File: config.mk
export PLATFORM = sky130hd
export DESIGN_NAME = moesi_line_array_ctrl_flat
export DESIGN_NICKNAME = d
export VERILOG_FILES = /design/src/rtl/moesi_line_array_ctrl_if.sv /design/src/rtl/moesi_line_array_ctrl.sv /design/src/flat_wrapper.sv
export SDC_FILE = /design/constraint.sdc
export NUM_CORES = 1
export LEC_CHECK = 0
export CORE_UTILIZATION = 55
export CTS_CLUSTER_DIAMETER = 150
export CTS_CLUSTER_SIZE = 20
export DETAILED_ROUTE_END_ITERATION = 7
export PLACE_DENSITY = 0.83
export SLEW_MARGIN = 20
export SYNTH_ARGS = -nofsm -noshare
export SYNTH_HDL_FRONTEND = slang
export SYNTH_SLANG_ARGS = --single-unit
File: constraint.sdc
create_clock -name clk -period 10.75 [get_ports clk]
set_input_delay 3.225 -clock clk [delete_from_list [all_inputs] [get_ports clk]]
set_output_delay 3.225 -clock clk [all_outputs]
set_load 0.02 [all_outputs]
File: src/rtl/moesi_line_array_ctrl_if.sv
// CPU, snoop-bus and debug signals of the MOESI line-array controller.
// The controller takes the slave modport; the CPU/bus side takes the master modport.
`timescale 1ns/1ps
interface moesi_line_array_ctrl_if #(
  parameter int INDEX_W = 4
) ();
  logic               cpu_valid;
  logic               cpu_write;
  logic [INDEX_W-1:0] cpu_index;
  logic               cpu_ready;
  logic               cpu_done;
  logic [2:0]         cpu_state;

  logic               bus_req;
  logic               bus_gnt;
  logic [1:0]         bus_cmd;
  logic [INDEX_W-1:0] bus_index;
  logic               bus_done;
  logic               bus_shared_in;

  logic               snoop_valid;
  logic [1:0]         snoop_cmd;
  logic [INDEX_W-1:0] snoop_index;
  logic               snoop_shared;
  logic               snoop_intervene;
  logic               snoop_writeback;

  logic [INDEX_W-1:0] dbg_index;
  logic [2:0]         dbg_state;

  modport slave (
    input  cpu_valid, cpu_write, cpu_index,
    output cpu_ready, cpu_done, cpu_state,
    output bus_req, bus_cmd, bus_index,
    input  bus_gnt, bus_done, bus_shared_in,
    input  snoop_valid, snoop_cmd, snoop_index,
    output snoop_shared, snoop_intervene, snoop_writeback,
    input  dbg_index,
    output dbg_state
  );

  modport master (
    output cpu_valid, cpu_write, cpu_index,
    input  cpu_ready, cpu_done, cpu_state,
    input  bus_req, bus_cmd, bus_index,
    output bus_gnt, bus_done, bus_shared_in,
    output snoop_valid, snoop_cmd, snoop_index,
    input  snoop_shared, snoop_intervene, snoop_writeback,
    output dbg_index,
    input  dbg_state
  );
endinterface

File: src/rtl/moesi_line_array_ctrl.sv
// Whole-cache MOESI controller: one state array, CPU requests serialised into
// bus transactions, snoops answered for every line with registered responses.
`timescale 1ns/1ps
module moesi_line_array_ctrl #(
  parameter int INDEX_W   = 4,
  parameter bit MODE_MESI = 1'b0
) (
  input logic                    clk,
  input logic                    rst_n,
  moesi_line_array_ctrl_if.slave ctrl_if
);

  localparam int NUM_LINES = 1 << INDEX_W;

  typedef enum logic [2:0] {
    ST_I = 3'd0,
    ST_M = 3'd1,
    ST_S = 3'd2,
    ST_O = 3'd3,
    ST_E = 3'd4
  } line_state_t;

  typedef enum logic [1:0] {
    CMD_NONE  = 2'd0,
    CMD_READ  = 2'd1,
    CMD_RWITM = 2'd2,
    CMD_INV   = 2'd3
  } bus_cmd_t;

  typedef enum logic [1:0] {
    FSM_IDLE,
    FSM_REQ,
    FSM_XFER,
    FSM_DONE
  } fsm_t;

  line_state_t        lines [NUM_LINES];
  fsm_t               fsm;
  logic [INDEX_W-1:0] req_index;
  bus_cmd_t           req_cmd;
  logic               bus_req_q;
  logic               cpu_done_q;
  line_state_t        cpu_state_q;
  logic               snp_sh_q, snp_iv_q, snp_wb_q;

  line_state_t snp_cur, snp_next, cpu_cur, xfer_state;
  bus_cmd_t    snp_cmd;
  logic        snp_sh, snp_iv, snp_wb;
  logic        cpu_ready, accept;

  // A snoop to the requested line wins; the CPU retries next cycle.
  assign cpu_ready = (fsm == FSM_IDLE) &&
                     !(ctrl_if.snoop_valid && (ctrl_if.snoop_index == ctrl_if.cpu_index));
  assign accept    = ctrl_if.cpu_valid && cpu_ready;
  assign cpu_cur   = lines[ctrl_if.cpu_index];
  assign xfer_state = (req_cmd == CMD_READ) ? (ctrl_if.bus_shared_in ? ST_S : ST_E) : ST_M;

  // NOTE: every always_comb output gets a default first so no path leaves a latch.
  always_comb begin
    snp_cmd  = bus_cmd_t'(ctrl_if.snoop_cmd);
    snp_cur  = lines[ctrl_if.snoop_index];
    snp_next = snp_cur;
    snp_sh   = 1'b0;
    snp_iv   = 1'b0;
    snp_wb   = 1'b0;
    if (ctrl_if.snoop_valid) begin
      case (snp_cur)
        ST_M, ST_O: begin
          case (snp_cmd)
            CMD_READ: begin
              // Dirty owner supplies data; MESI systems flush instead of keeping OWNED.
              snp_next = (snp_cur == ST_M && MODE_MESI) ? ST_S : ST_O;
              snp_sh   = 1'b1;
              snp_iv   = 1'b1;
              snp_wb   = (snp_cur == ST_M) && MODE_MESI;
            end
            CMD_RWITM: begin
              snp_next = ST_I;
              snp_iv   = 1'b1;
            end
            CMD_INV:  snp_next = ST_I;
            default:  ;
          endcase
        end
        ST_E, ST_S: begin
          case (snp_cmd)
            CMD_READ: begin
              snp_next = ST_S;
              snp_sh   = 1'b1;
            end
            CMD_RWITM, CMD_INV: snp_next = ST_I;
            default:            ;
          endcase
        end
        default: ;
      endcase
    end
  end

  // NOTE: the state array is a bank of flops, so it is cleared by the async reset
  // like any other state; a RAM-style array without reset would power up as garbage.
  always_ff @(posedge clk or negedge rst_n) begin
    if (!rst_n) begin
      for (int i = 0; i < NUM_LINES; i++) lines[i] <= ST_I;
      fsm         <= FSM_IDLE;
      req_index   <= '0;
      req_cmd     <= CMD_NONE;
      bus_req_q   <= 1'b0;
      cpu_done_q  <= 1'b0;
      cpu_state_q <= ST_I;
      snp_sh_q    <= 1'b0;
      snp_iv_q    <= 1'b0;
      snp_wb_q    <= 1'b0;
    end else begin
      // NOTE: non-blocking throughout; a later write to the same line in this
      // block (own transaction completing) deliberately overrides the snoop write.
      snp_sh_q   <= snp_sh;
      snp_iv_q   <= snp_iv;
      snp_wb_q   <= snp_wb;
      cpu_done_q <= 1'b0;
      if (ctrl_if.snoop_valid) lines[ctrl_if.snoop_index] <= snp_next;

      unique case (fsm)
        FSM_IDLE: begin
          if (accept) begin
            if (cpu_cur == ST_I) begin
              req_index <= ctrl_if.cpu_index;
              req_cmd   <= ctrl_if.cpu_write ? CMD_RWITM : CMD_READ;
              bus_req_q <= 1'b1;
              fsm       <= FSM_REQ;
            end else if (ctrl_if.cpu_write && (cpu_cur == ST_S || cpu_cur == ST_O)) begin
              req_index <= ctrl_if.cpu_index;
              req_cmd   <= CMD_INV;
              bus_req_q <= 1'b1;
              fsm       <= FSM_REQ;
            end else begin
              if (ctrl_if.cpu_write) lines[ctrl_if.cpu_index] <= ST_M;
              cpu_done_q  <= 1'b1;
              cpu_state_q <= ctrl_if.cpu_write ? ST_M : cpu_cur;
              fsm         <= FSM_DONE;
            end
          end
        end
        FSM_REQ: begin
          // Our copy was stolen while waiting: an upgrade must now fetch the data.
          if (req_cmd == CMD_INV && lines[req_index] == ST_I) req_cmd <= CMD_RWITM;
          if (ctrl_if.bus_gnt) begin
            bus_req_q <= 1'b0;
            fsm       <= FSM_XFER;
          end
        end
        FSM_XFER: begin
          if (ctrl_if.bus_done) begin
            lines[req_index] <= xfer_state;
            cpu_done_q       <= 1'b1;
            cpu_state_q      <= xfer_state;
            req_cmd          <= CMD_NONE;
            req_index        <= '0;
            fsm              <= FSM_DONE;
          end
        end
        FSM_DONE: fsm <= FSM_IDLE;
      endcase
    end
  end

  assign ctrl_if.cpu_ready       = cpu_ready;
  assign ctrl_if.cpu_done        = cpu_done_q;
  assign ctrl_if.cpu_state       = cpu_state_q;
  assign ctrl_if.bus_req         = bus_req_q;
  assign ctrl_if.bus_cmd         = req_cmd;
  assign ctrl_if.bus_index       = req_index;
  assign ctrl_if.snoop_shared    = snp_sh_q;
  assign ctrl_if.snoop_intervene = snp_iv_q;
  assign ctrl_if.snoop_writeback = snp_wb_q;
  assign ctrl_if.dbg_state       = lines[ctrl_if.dbg_index];

endmodule

File: src/flat_wrapper.sv
// flat-port wrapper written by rule: the top's interface ports become plain ports
module moesi_line_array_ctrl_flat 
#(
  parameter int INDEX_W   = 4,
  parameter bit MODE_MESI = 1'b0
)
  (clk, rst_n, ctrl_if_cpu_valid, ctrl_if_cpu_write, ctrl_if_cpu_index, ctrl_if_cpu_ready, ctrl_if_cpu_done, ctrl_if_cpu_state, ctrl_if_bus_req, ctrl_if_bus_cmd, ctrl_if_bus_index, ctrl_if_bus_gnt, ctrl_if_bus_done, ctrl_if_bus_shared_in, ctrl_if_snoop_valid, ctrl_if_snoop_cmd, ctrl_if_snoop_index, ctrl_if_snoop_shared, ctrl_if_snoop_intervene, ctrl_if_snoop_writeback, ctrl_if_dbg_index, ctrl_if_dbg_state);
  moesi_line_array_ctrl_if #(.INDEX_W(INDEX_W)) ctrl_if_i ();
  input logic clk;
  input logic rst_n;
  input wire logic [$bits(ctrl_if_i.cpu_valid)-1:0] ctrl_if_cpu_valid;
  input wire logic [$bits(ctrl_if_i.cpu_write)-1:0] ctrl_if_cpu_write;
  input wire logic [$bits(ctrl_if_i.cpu_index)-1:0] ctrl_if_cpu_index;
  output wire logic [$bits(ctrl_if_i.cpu_ready)-1:0] ctrl_if_cpu_ready;
  output wire logic [$bits(ctrl_if_i.cpu_done)-1:0] ctrl_if_cpu_done;
  output wire logic [$bits(ctrl_if_i.cpu_state)-1:0] ctrl_if_cpu_state;
  output wire logic [$bits(ctrl_if_i.bus_req)-1:0] ctrl_if_bus_req;
  output wire logic [$bits(ctrl_if_i.bus_cmd)-1:0] ctrl_if_bus_cmd;
  output wire logic [$bits(ctrl_if_i.bus_index)-1:0] ctrl_if_bus_index;
  input wire logic [$bits(ctrl_if_i.bus_gnt)-1:0] ctrl_if_bus_gnt;
  input wire logic [$bits(ctrl_if_i.bus_done)-1:0] ctrl_if_bus_done;
  input wire logic [$bits(ctrl_if_i.bus_shared_in)-1:0] ctrl_if_bus_shared_in;
  input wire logic [$bits(ctrl_if_i.snoop_valid)-1:0] ctrl_if_snoop_valid;
  input wire logic [$bits(ctrl_if_i.snoop_cmd)-1:0] ctrl_if_snoop_cmd;
  input wire logic [$bits(ctrl_if_i.snoop_index)-1:0] ctrl_if_snoop_index;
  output wire logic [$bits(ctrl_if_i.snoop_shared)-1:0] ctrl_if_snoop_shared;
  output wire logic [$bits(ctrl_if_i.snoop_intervene)-1:0] ctrl_if_snoop_intervene;
  output wire logic [$bits(ctrl_if_i.snoop_writeback)-1:0] ctrl_if_snoop_writeback;
  input wire logic [$bits(ctrl_if_i.dbg_index)-1:0] ctrl_if_dbg_index;
  output wire logic [$bits(ctrl_if_i.dbg_state)-1:0] ctrl_if_dbg_state;
  assign ctrl_if_i.cpu_valid = ctrl_if_cpu_valid;
  assign ctrl_if_i.cpu_write = ctrl_if_cpu_write;
  assign ctrl_if_i.cpu_index = ctrl_if_cpu_index;
  assign ctrl_if_cpu_ready = ctrl_if_i.cpu_ready;
  assign ctrl_if_cpu_done = ctrl_if_i.cpu_done;
  assign ctrl_if_cpu_state = ctrl_if_i.cpu_state;
  assign ctrl_if_bus_req = ctrl_if_i.bus_req;
  assign ctrl_if_bus_cmd = ctrl_if_i.bus_cmd;
  assign ctrl_if_bus_index = ctrl_if_i.bus_index;
  assign ctrl_if_i.bus_gnt = ctrl_if_bus_gnt;
  assign ctrl_if_i.bus_done = ctrl_if_bus_done;
  assign ctrl_if_i.bus_shared_in = ctrl_if_bus_shared_in;
  assign ctrl_if_i.snoop_valid = ctrl_if_snoop_valid;
  assign ctrl_if_i.snoop_cmd = ctrl_if_snoop_cmd;
  assign ctrl_if_i.snoop_index = ctrl_if_snoop_index;
  assign ctrl_if_snoop_shared = ctrl_if_i.snoop_shared;
  assign ctrl_if_snoop_intervene = ctrl_if_i.snoop_intervene;
  assign ctrl_if_snoop_writeback = ctrl_if_i.snoop_writeback;
  assign ctrl_if_i.dbg_index = ctrl_if_dbg_index;
  assign ctrl_if_dbg_state = ctrl_if_i.dbg_state;
  moesi_line_array_ctrl #(.INDEX_W(INDEX_W), .MODE_MESI(MODE_MESI)) u_core (.clk(clk), .rst_n(rst_n), .ctrl_if(ctrl_if_i));
endmodule
# Yosys cells after proc, flatten, opt, wreduce, memory -nomap -nowiden
# Cells that the tools add are included.
totals:
  regBits: 63
  in_bits: 22
  latch_bits: 0
  out_inout_bits: 18
  ramBits: 0
  wordCells: 159
  n_memories: 0
  romBits: 0
classes:
  reduce_logical: 26
  mul: 0
  n_shift: 0
  add_sub_neg: 0
  bitwise_logic: 7
  div: 0
  muxes: 73
  n_eq_ne: 22
  order_cmp: 7
op_table:
  columns: ["op", "n"]
  rows:
  - ["48-bit 2-to-1 mux", 6]
  - ["48-bit bitwise mux", 2]
  - ["48-bit one-hot mux with 2 select lines", 1]
  - ["3-bit 2-to-1 mux", 19]
  - ["3-bit binary-select mux with 4-bit select", 4]
  - ["3-bit demux with 4-bit select", 3]
  - ["32-bit bitwise AND", 1]
  - ["32-bit inverter", 1]
  - ["3-bit one-hot mux with 2 select lines", 4]
  - ["2-bit 2-to-1 mux", 11]
  - ["5-bit >= comparator (second input constant)", 4]
  - ["4-bit inverter with 5-bit output", 4]
  - ["4-bit 2-to-1 mux", 4]
  - ["16-bit OR", 1]
  - ["5-bit by 1-bit less-than comparator with 1-bit output (second input constant)", 3]
  - ["1-bit 2-to-1 mux", 14]
  - ["3-bit by 2-bit == test with 1-bit output (second input constant)", 4]
  - ["2-bit == test (second input constant)", 5]
  - ["5-bit AND reduction", 2]
  - ["1-bit logical AND", 8]
  - ["2-bit != test (second input constant)", 4]
  - ["2-bit one-hot mux with 4 select lines", 1]
  - ["4-bit one-hot mux with 2 select lines", 1]
  - ["4-bit AND reduction", 2]
  - ["17 further kinds", 26]

# Longest topological paths before layout
# Gate-level depths: netlist of run 1.
depth:
  word_depth: 16
  ltp_mapped: 10
  ltp_nobuf: 8

# Least setup slack after synthesis of run 1
# Ideal clock, no wire load.
synth_path:
  path_kind: "input to output"
  from: "input port ctrl_if_dbg_index[0]"
  to: "output port ctrl_if_dbg_state[0]"
  t_arrival_ps: 4843
  n_path_buf: 1
  setup_slack_ps: 2682
  t_required_ps: 7525
  path_stages: 3
  path_cell_list: "buf_1 -> mux4_2 -> mux4_2"
synth_between:
  elab_chain_cells: 4
synth_rtl:
  columns: ["item", "line", "text"]
  rows:
  - ["start, declared", "flat_wrapper.sv:29", "input wire logic [$bits(ctrl_if_i.dbg_index)-1:0] ctrl_if_dbg_index;"]
  - ["4-bit inverter with 5-bit output (not written as such)", "moesi_line_array_ctrl.sv:176", "assign ctrl_if.dbg_state = lines[ctrl_if.dbg_index];"]
  - ["3-bit binary-select mux with 4-bit select", "moesi_line_array_ctrl.sv:176", null]
  - ["3-bit 2-to-1 mux (not written as such) (2 in a row)", "moesi_line_array_ctrl.sv:176", null]
  - ["end, declared", "flat_wrapper.sv:30", "output wire logic [$bits(ctrl_if_i.dbg_state)-1:0] ctrl_if_dbg_state;"]
# Every way passes these cells. The select of a mux whose other input is x is not followed.

# Final worst setup path of run 1
layout_path:
  from: "input port ctrl_if_dbg_index[0]"
  to: "output port ctrl_if_dbg_state[2]"
# Same word-level chain as after synthesis.

==> reports/summary.log, run 1 <==
qor: logic_synthesis.ys_seq_area_frac 0.2767
qor: power.ir_worst_vdd 153.5 uV
qor: finish.post_route_cell_area 6290 sq um
qor: cts.clock_tree_from_tritoncts yes
qor: die.io_pins 40
qor: die.die_w 103.8 um
qor: timing.slew_of_the_pin_with_the_lowest_slew_margin 1012 ps
qor: critical_path.critPathRequiredTime 7530 ps
qor: job.max_cap_violations 0
qor: placement.placed_cell_area 6088 sq um
qor: route.ant_nets 0
qor: timing.maxClockFrequency 0.1109 GHz
qor: timing.final.setup.tns 0 ps
qor: timing.final.setup_skew 7.605 ps
qor: critical_path.cp-end-kind output pin
qor: die.row_count 36
qor: timing.hold_ws 538.4 ps
qor: hold_path.type_of_the_tightest_min_delay_check register to register
qor: route.routed_wl 23020 um
qor: status.status finished with violations
qor: power.leakage 2.398 nW
qor: route.detailedRoute.firstIterationViolations 1055
qor: global_routing.grt_pass1_wl 34370 um
qor: route.routed-via-count 6327
qor: finish.areaGrowthSynthToFinish 10.39%
qor: logic_synthesis.synthArstFlopShare 1.000
qor: timing.rsz0062_at_grt false
qor: power.power_density 216.0 nW/um^2
qor: route.detailedRoute.firstPassIterationCount 8
qor: logic_synthesis.ys_dominant_reg_cell sky130_fd_sc_hd__dfrtp_1
qor: cts.cts_repair_resize_count 0
qor: global_routing.grt_overflow_total 0
qor: timing.setup_violators_final 0
qor: status.violations design-rule violations
qor: logic_synthesis.synth_warnings 0
qor: global_routing.grt_max_degree 64
qor: global_routing.grt_antenna_before_repair 0
qor: critical_path.timing.critical_path.fanout_max 12
qor: global_routing.number_of_global_route_vias_before_repair 5819
qor: cts.clockRootBuffer sky130_fd_sc_hd__clkbuf_8
qor: cts.cts_buffers 9
qor: timing.number_of_max_slew_violations_in_the_final_report 0
qor: finish.final_common_cell sky130_fd_sc_hd__nand2_1
qor: finish.nFillCells 868
qor: power.internal-power 0.6883 mW
qor: die.die_height 103.8 um
qor: placement.io_buffer_count 38
qor: logic_synthesis.synth_edf_count 0
qor: logic_synthesis.postSynthCellCount 661
qor: power.comb_power_share 0.531
qor: finish.layout.cells.most_common_list 78 x sky130_fd_sc_hd__nand2_1, 68 x sky130_fd_sc_hd__nor2_1, 63 x sky130_fd_sc_hd__dfrtp_1
qor: route.vias_per_cell 7.792
qor: logic_synthesis.synth_area 5698 sq um
qor: cts.worst_setup_hold_path_clk_slew 70 ps
qor: placement.place.detailed.hpwl 16250 um
qor: placement.place_congestion 1.062
qor: logic_synthesis.net_count_after_synthesis 689
qor: logic_synthesis.yosys_register_bits 63
qor: logic_synthesis.synthesis.area_per_instance 8.620 sq um
qor: route.detail_route.drc_violations 2
qor: global_routing.grt_usage 0.4295
qor: power.switching_power 0.6704 mW
qor: hold_path.hold_path_depth 2
qor: power.seq_power_share 0.306
qor: cts.cts-root-to-sink-buffers 2
qor: cts.cts_hold_repair.buffers 0
qor: die.fp.coreArea 9910 sq um
qor: route.wl_per_cell 28.35 um
qor: critical_path.startpoint_type primary input
qor: finish.layout.nets 701
qor: power.netSwitchingFraction 0.4934
qor: timing.final_hold_viol_count 0
qor: critical_path.worstSetupPathType primary input to output pin
qor: timing.slew-limit-headroom 0.3211
qor: die.start_util 0.5750
qor: logic_synthesis.post_synth_num_cell_types 76
qor: critical_path.cp.arrival 5800 ps
qor: cts.clock_latency 370 ps
qor: cts.cts_setup_buffers 0
qor: power.power_frac_clock 0.163
qor: finish.final_layout_size_suffix_gt1_frac 0.1180
qor: cts.numClockSinks 63
qor: die.die_area 10770 sq um
qor: critical_path.timing.reg2reg.worst_path_depth 7
qor: timing.period_minus_slack 9020 ps
qor: cts.htree_num_levels 3
qor: timing.timing.final.crit_share 0.8391
## path summary, 6_finish.rpt
check                                              startpoint                            endpoint  slack [ps]
hold / removal             u_core.ctrl_if.bus_req$_DFFE_PN0P_  u_core.ctrl_if.bus_req$_DFFE_PN0P_         540
setup reg to reg                    u_core.fsm[0]$_DFFE_PN0P_           u_core.lines[6]$_DFF_PN0_        7500
hold reg to reg            u_core.ctrl_if.bus_req$_DFFE_PN0P_  u_core.ctrl_if.bus_req$_DFFE_PN0P_         540
max in group asynchronous                               rst_n          u_core.lines[12]$_DFF_PN0_        7170
setup / recovery                         ctrl_if_dbg_index[0]                ctrl_if_dbg_state[2]        1730
min in group asynchronous                               rst_n          u_core.lines[24]$_DFF_PN0_        3040
## metrics by stage
step | worst slack, ps | util | total power, mW | cells
final | 1730 | 0.6347 | 1.359 | 812
after global routing | 1603 | 0.6345 | 1.399 | 811
after CTS | 1685 | 0.6345 | 1.313 | 811
after detailed placement | 1690 | 0.6144 | 1.096 | 795
after global placement | 1764 | 0.6144 | 1.077 | 795
after floorplan | 2682 | - | 0.8422 | 661
## layer usage
metal | wire, um | part of all wire | up-vias | GRT usage
met5 | 0 | 0 | - | 0.009524
met4 | 1737 | 0.075 | 0 | 0.2816
met2 | 9608 | 0.42 | 616 | 0.6174
li1 | - | - | 2574 | -
met1 | 8263 | 0.36 | 2976 | 0.5603
met3 | 3410 | 0.15 | 161 | 0.1296
## registers in the layout, indices dropped and copies added, names as in the netlist
name	count
u_core.lines	48
u_core.ctrl_if.bus_index	4
u_core.ctrl_if.cpu_state	3
u_core.ctrl_if.bus_cmd	2
u_core.fsm	2
u_core.ctrl_if.bus_req	1
u_core.ctrl_if.cpu_done	1
u_core.ctrl_if.snoop_intervene	1
u_core.ctrl_if.snoop_shared	1
## power groups by stage
stage,logic (mW),registers (mW),clock network [mW]
after detailed placement,0.690,0.407,0
after global routing,0.760,0.410,0.229
after CTS,0.693,0.401,0.219
after global placement,0.673,0.404,0
after floorplan,0.477,0.365,0
final,0.722,0.415,0.221
## logic make-up after synthesis
group / Yosys count / synth area share
compound gates: 212 / 0.2545
xor+xnor: 7 / 0.01076
fa+ha+maj: 6 / 0.01317
buf+inv: 54 / 0.04238
flops: 63 / 0.2767
mux: 54 / 0.1779
other cells: 1 / 0.0006581
simple gates: 264 / 0.2240
## area by class of cell
| type | count | area (sq um) | share of cell area |
|---|---|---|---|
| multi-input cells | 544 | 3880 | 0.6169 |
| flip-flops and latches | 63 | 1577 | 0.2506 |
| repair buffers | 45 | 427.9 | 0.06803 |
| well taps | 133 | 166.4 | 0.02646 |
| clock buffers | 11 | 141.4 | 0.02248 |
| clock inverters | 5 | 57.56 | 0.009151 |
| inverters | 10 | 37.54 | 0.005968 |
| diodes | 1 | 2.502 | 0.0003979 |
## critical path, cell delays in order
cell,delay [ps]
sky130_fd_sc_hd__clkdlybuf4s50_1,940
sky130_fd_sc_hd__mux4_2,600
sky130_fd_sc_hd__mux4_2,480
sky130_fd_sc_hd__clkdlybuf4s50_1,550
## Yosys cell counts, drive strengths merged (13+ instances only)
cell / n / area (sq um)
o21ai: 49 / 245.2
a22oi: 17 / 142.6
nand2: 79 / 299.0
clkbuf: 25 / 93.84
and3: 13 / 81.33
a21oi: 50 / 254.0
a221o: 13 / 130.1
buf: 19 / 110.1
nand3: 28 / 145.1
nor2: 69 / 266.5
nor2b: 15 / 93.84
dfrtp: 63 / 1577
mux4: 37 / 833.3
No activity file was read; power rests on OpenSTA's default activity.
==> run 2, diff against run 1 <==
--- a/config.mk
+++ b/config.mk
@@ -9,7 +9,7 @@
 export CTS_CLUSTER_DIAMETER = 150
 export CTS_CLUSTER_SIZE = 20
 export DETAILED_ROUTE_END_ITERATION = 7
-export PLACE_DENSITY = 0.83
+export PLACE_DENSITY = 0.86
 export SLEW_MARGIN = 20
 export SYNTH_ARGS = -nofsm -noshare
 export SYNTH_HDL_FRONTEND = slang
==> constraint.sdc (replaced) <==
create_clock -name clk -period 8.02 [get_ports clk]
set_input_delay 2.406 -clock clk [delete_from_list [all_inputs] [get_ports clk]]
set_output_delay 2.406 -clock clk [all_outputs]
set_load 0.02 [all_outputs]
==> run 2 against run 1 <==
The run now ends clean. Largest cell class unchanged. Via count is 1.4% lower. Sequential share of layout area shrank 0.24 points. Routed wire length increased by 2.3%. Critical path type unchanged. First-iteration DRC count decreased by 8.2%. Design area increased by 0.97%. Power is 37% higher.
==> reports/summary.log, run 2 (same netlist as run 1, synthesis figures left out) <==
qor: status.status complete, no violations [was finished with violations]
qor: timing.setup_violators_final 0 [unchanged]
qor: die.io_pins 40 [unchanged]
qor: power.power_density 292.9 nW/um^2 [was 216.0 nW/um^2]
qor: global_routing.number_of_global_route_vias_before_repair 5892 [was 5819]
qor: timing.slew_of_the_pin_with_the_lowest_slew_margin 1186 ps [was 1012 ps]
qor: finish.areaGrowthSynthToFinish 11.46% [was 10.39%]
qor: global_routing.grt_max_degree 64 [unchanged]
qor: finish.insertedDiodeCount 0 [was 1]
qor: placement.place_congestion 1.030 [was 1.062]
qor: cts.worst_setup_hold_path_clk_slew 70 ps [about the same]
qor: hold_path.type_of_the_tightest_min_delay_check register to register [unchanged]
qor: route.routed_wl 23550 um [was 23020 um]
qor: cts.clock_tree_from_tritoncts yes [unchanged]
qor: cts.cts_hold_repair.buffers 0 [unchanged]
qor: cts.cts_setup_buffers 0 [unchanged]
qor: die.die_area 10770 sq um [unchanged]
qor: timing.timing.final.crit_share 0.8844
qor: finish.layout.nets 705 [was 701]
qor: timing.final.setup_skew 6.049 ps [was 7.605 ps]
qor: critical_path.cp.arrival 4690 ps [was 5800 ps]
qor: route.routed-via-count 6241 [was 6327]
qor: critical_path.cp-end-kind output pin [unchanged]
qor: finish.final_common_cell sky130_fd_sc_hd__nand2_1 [unchanged]
qor: timing.final_hold_viol_count 0 [unchanged]
qor: timing.final.setup.tns 0 ps [unchanged]
qor: job.max_cap_violations 0 [unchanged]
qor: route.vias_per_cell 7.658 [was 7.792]
qor: power.power.total 1.860 mW [was 1.359 mW]
qor: finish.top_register u_core.lines [unchanged]
qor: die.die_height 103.8 um [unchanged]
qor: cts.htree_num_levels 3 [unchanged]
qor: critical_path.worst-r2r-setup-slack 4640 ps [was 7500 ps]
qor: route.wl_per_cell 28.89 um [was 28.35 um]
qor: cts.cts_buffers 9 [unchanged]
qor: die.fp.coreArea 9910 sq um [unchanged]
qor: die.start_util 0.5750 [unchanged]
qor: cts.clockRootBuffer sky130_fd_sc_hd__clkbuf_8 [unchanged]
qor: global_routing.grt_usage 0.4480 [was 0.4295]
qor: cts.numClockSinks 63 [unchanged]
qor: placement.place.detailed.hpwl 16930 um [was 16250 um]
qor: critical_path.critPathRequiredTime 5610 ps [was 7530 ps]
qor: route.detail_route.drc_violations 0 [was 2]
qor: finish.flip_flop_count_of_the_largest_register_all_copies_and_words_added 48 [unchanged]
qor: timing.slew-limit-headroom 0.2074 [was 0.3211]
qor: route.detailedRoute.firstIterationViolations 969 [was 1055]
qor: critical_path.worstSetupPathType primary input to output pin [unchanged]
qor: power.ir_worst_vdd 289.6 uV [was 153.5 uV]
qor: critical_path.startpoint_type primary input [unchanged]
qor: cts.clock_latency 360 ps [was 370 ps]
qor: cts.cts-root-to-sink-buffers 2 [unchanged]
qor: global_routing.grt_antenna_before_repair 0 [unchanged]
qor: timing.maxClockFrequency 0.1410 GHz
qor: die.row_count 36 [unchanged]
qor: cts.cts_repair_resize_count 0 [unchanged]
qor: timing.rsz0062_at_grt false [unchanged]
qor: die.die_w 103.8 um [unchanged]
qor: placement.io_buffer_count 38 [unchanged]
qor: power.leakage 2.441 nW [was 2.398 nW]
qor: timing.number_of_max_slew_violations_in_the_final_report 0 [unchanged]
qor: finish.layout.cells.most_common_list 78 x sky130_fd_sc_hd__nand2_1, 68 x sky130_fd_sc_hd__nor2_1, 63 x sky130_fd_sc_hd__dfrtp_1 [unchanged]
qor: timing.period_minus_slack 7093 ps
qor: critical_path.timing.critical_path.fanout_max 12 [unchanged]
qor: route.ant_nets 0 [unchanged]
qor: global_routing.grt_overflow_total 0 [unchanged]
qor: route.detailedRoute.firstPassIterationCount 6 [was 8]
qor: finish.final_layout_size_suffix_gt1_frac 0.1217 [was 0.1180]
qor: global_routing.grt_pass1_wl 35770 um [was 34370 um]
==> run 2: changes by cell type in the layout (fill, tap and decap cells not counted), sizes merged <==
cell / before / now
clkinvlp: 3 / 0
clkbuf: 11 / 13
bufinv: 1 / 2
diode: 1 / 0
buf: 8 / 12
==> run 2: final timing paths <==
check / start / to / cells past startpoint
worst max-delay path: ctrl_if_dbg_index[0] / ctrl_if_dbg_state[0] / 5
worst min-delay path: u_core.ctrl_if.bus_req$_DFFE_PN0P_ / u_core.ctrl_if.bus_req$_DFFE_PN0P_ / 2
worst max register to register: u_core.fsm[0]$_DFFE_PN0P_ / u_core.lines[6]$_DFF_PN0_ / 7
worst min register to register: u_core.ctrl_if.bus_req$_DFFE_PN0P_ / u_core.ctrl_if.bus_req$_DFFE_PN0P_ / 2
max in group asynchronous: rst_n / u_core.ctrl_if.snoop_intervene$_DFF_PN0_ / 2
min in group asynchronous: rst_n / u_core.fsm[0]$_DFFE_PN0P_ / 2
==> run 2: per-layer routing <==
| layer | track usage | part of all wire |
|---|---|---|
| met5 | 0.009524 | 0 |
| met4 | 0.2459 | 0.066 |
| met3 | 0.1309 | 0.16 |
| met2 | 0.6644 | 0.42 |
| met1 | 0.5886 | 0.35 |
==> run 2: report_power, final <==
| group | total, mW | switching (mW) | leakage [nW] | internal [mW] |
|---|---|---|---|---|
| Clock | 0.330 | 0.138 | 0.114 | 0.192 |
| Sequential | 0.548 | 0.153 | 0.823 | 0.395 |
| Combinational | 0.982 | 0.604 | 1.50 | 0.378 |
==> run 2: per-stage QoR <==
stage,setup WS [ps],cell area [sq um],hold slack [ps],std cells,util
floorplan,1590,5698,551.4,661,-
global placement,973.9,6127,503.9,799,0.6183
detailed placement,929.2,6127,519.9,799,0.6183
CTS,918.1,6351,551.2,815,0.6409
global route,866.3,6351,578.8,815,0.6409
finish,927.4,6351,550.5,815,0.6409
==> run 2: worst max-delay path, stage by stage <==
cell	delay (ps)
sky130_fd_sc_hd__clkdlybuf4s50_1	460
sky130_fd_sc_hd__buf_4	240
sky130_fd_sc_hd__mux4_2	540
sky130_fd_sc_hd__mux4_2	500
sky130_fd_sc_hd__clkdlybuf4s50_1	550
==> run 2: area by class of cell <==
| cell class | instances | area, sq um |
|---|---|---|
| clock buffer | 13 | 158.9 |
| clock inverter | 3 | 65.06 |
| fill | 859 | 3558 |
| inverter | 10 | 37.54 |
| multi-input combinational | 544 | 3889 |
| sequential | 63 | 1577 |
| tap | 133 | 166.4 |
| timing repair buffer | 49 | 457.9 |
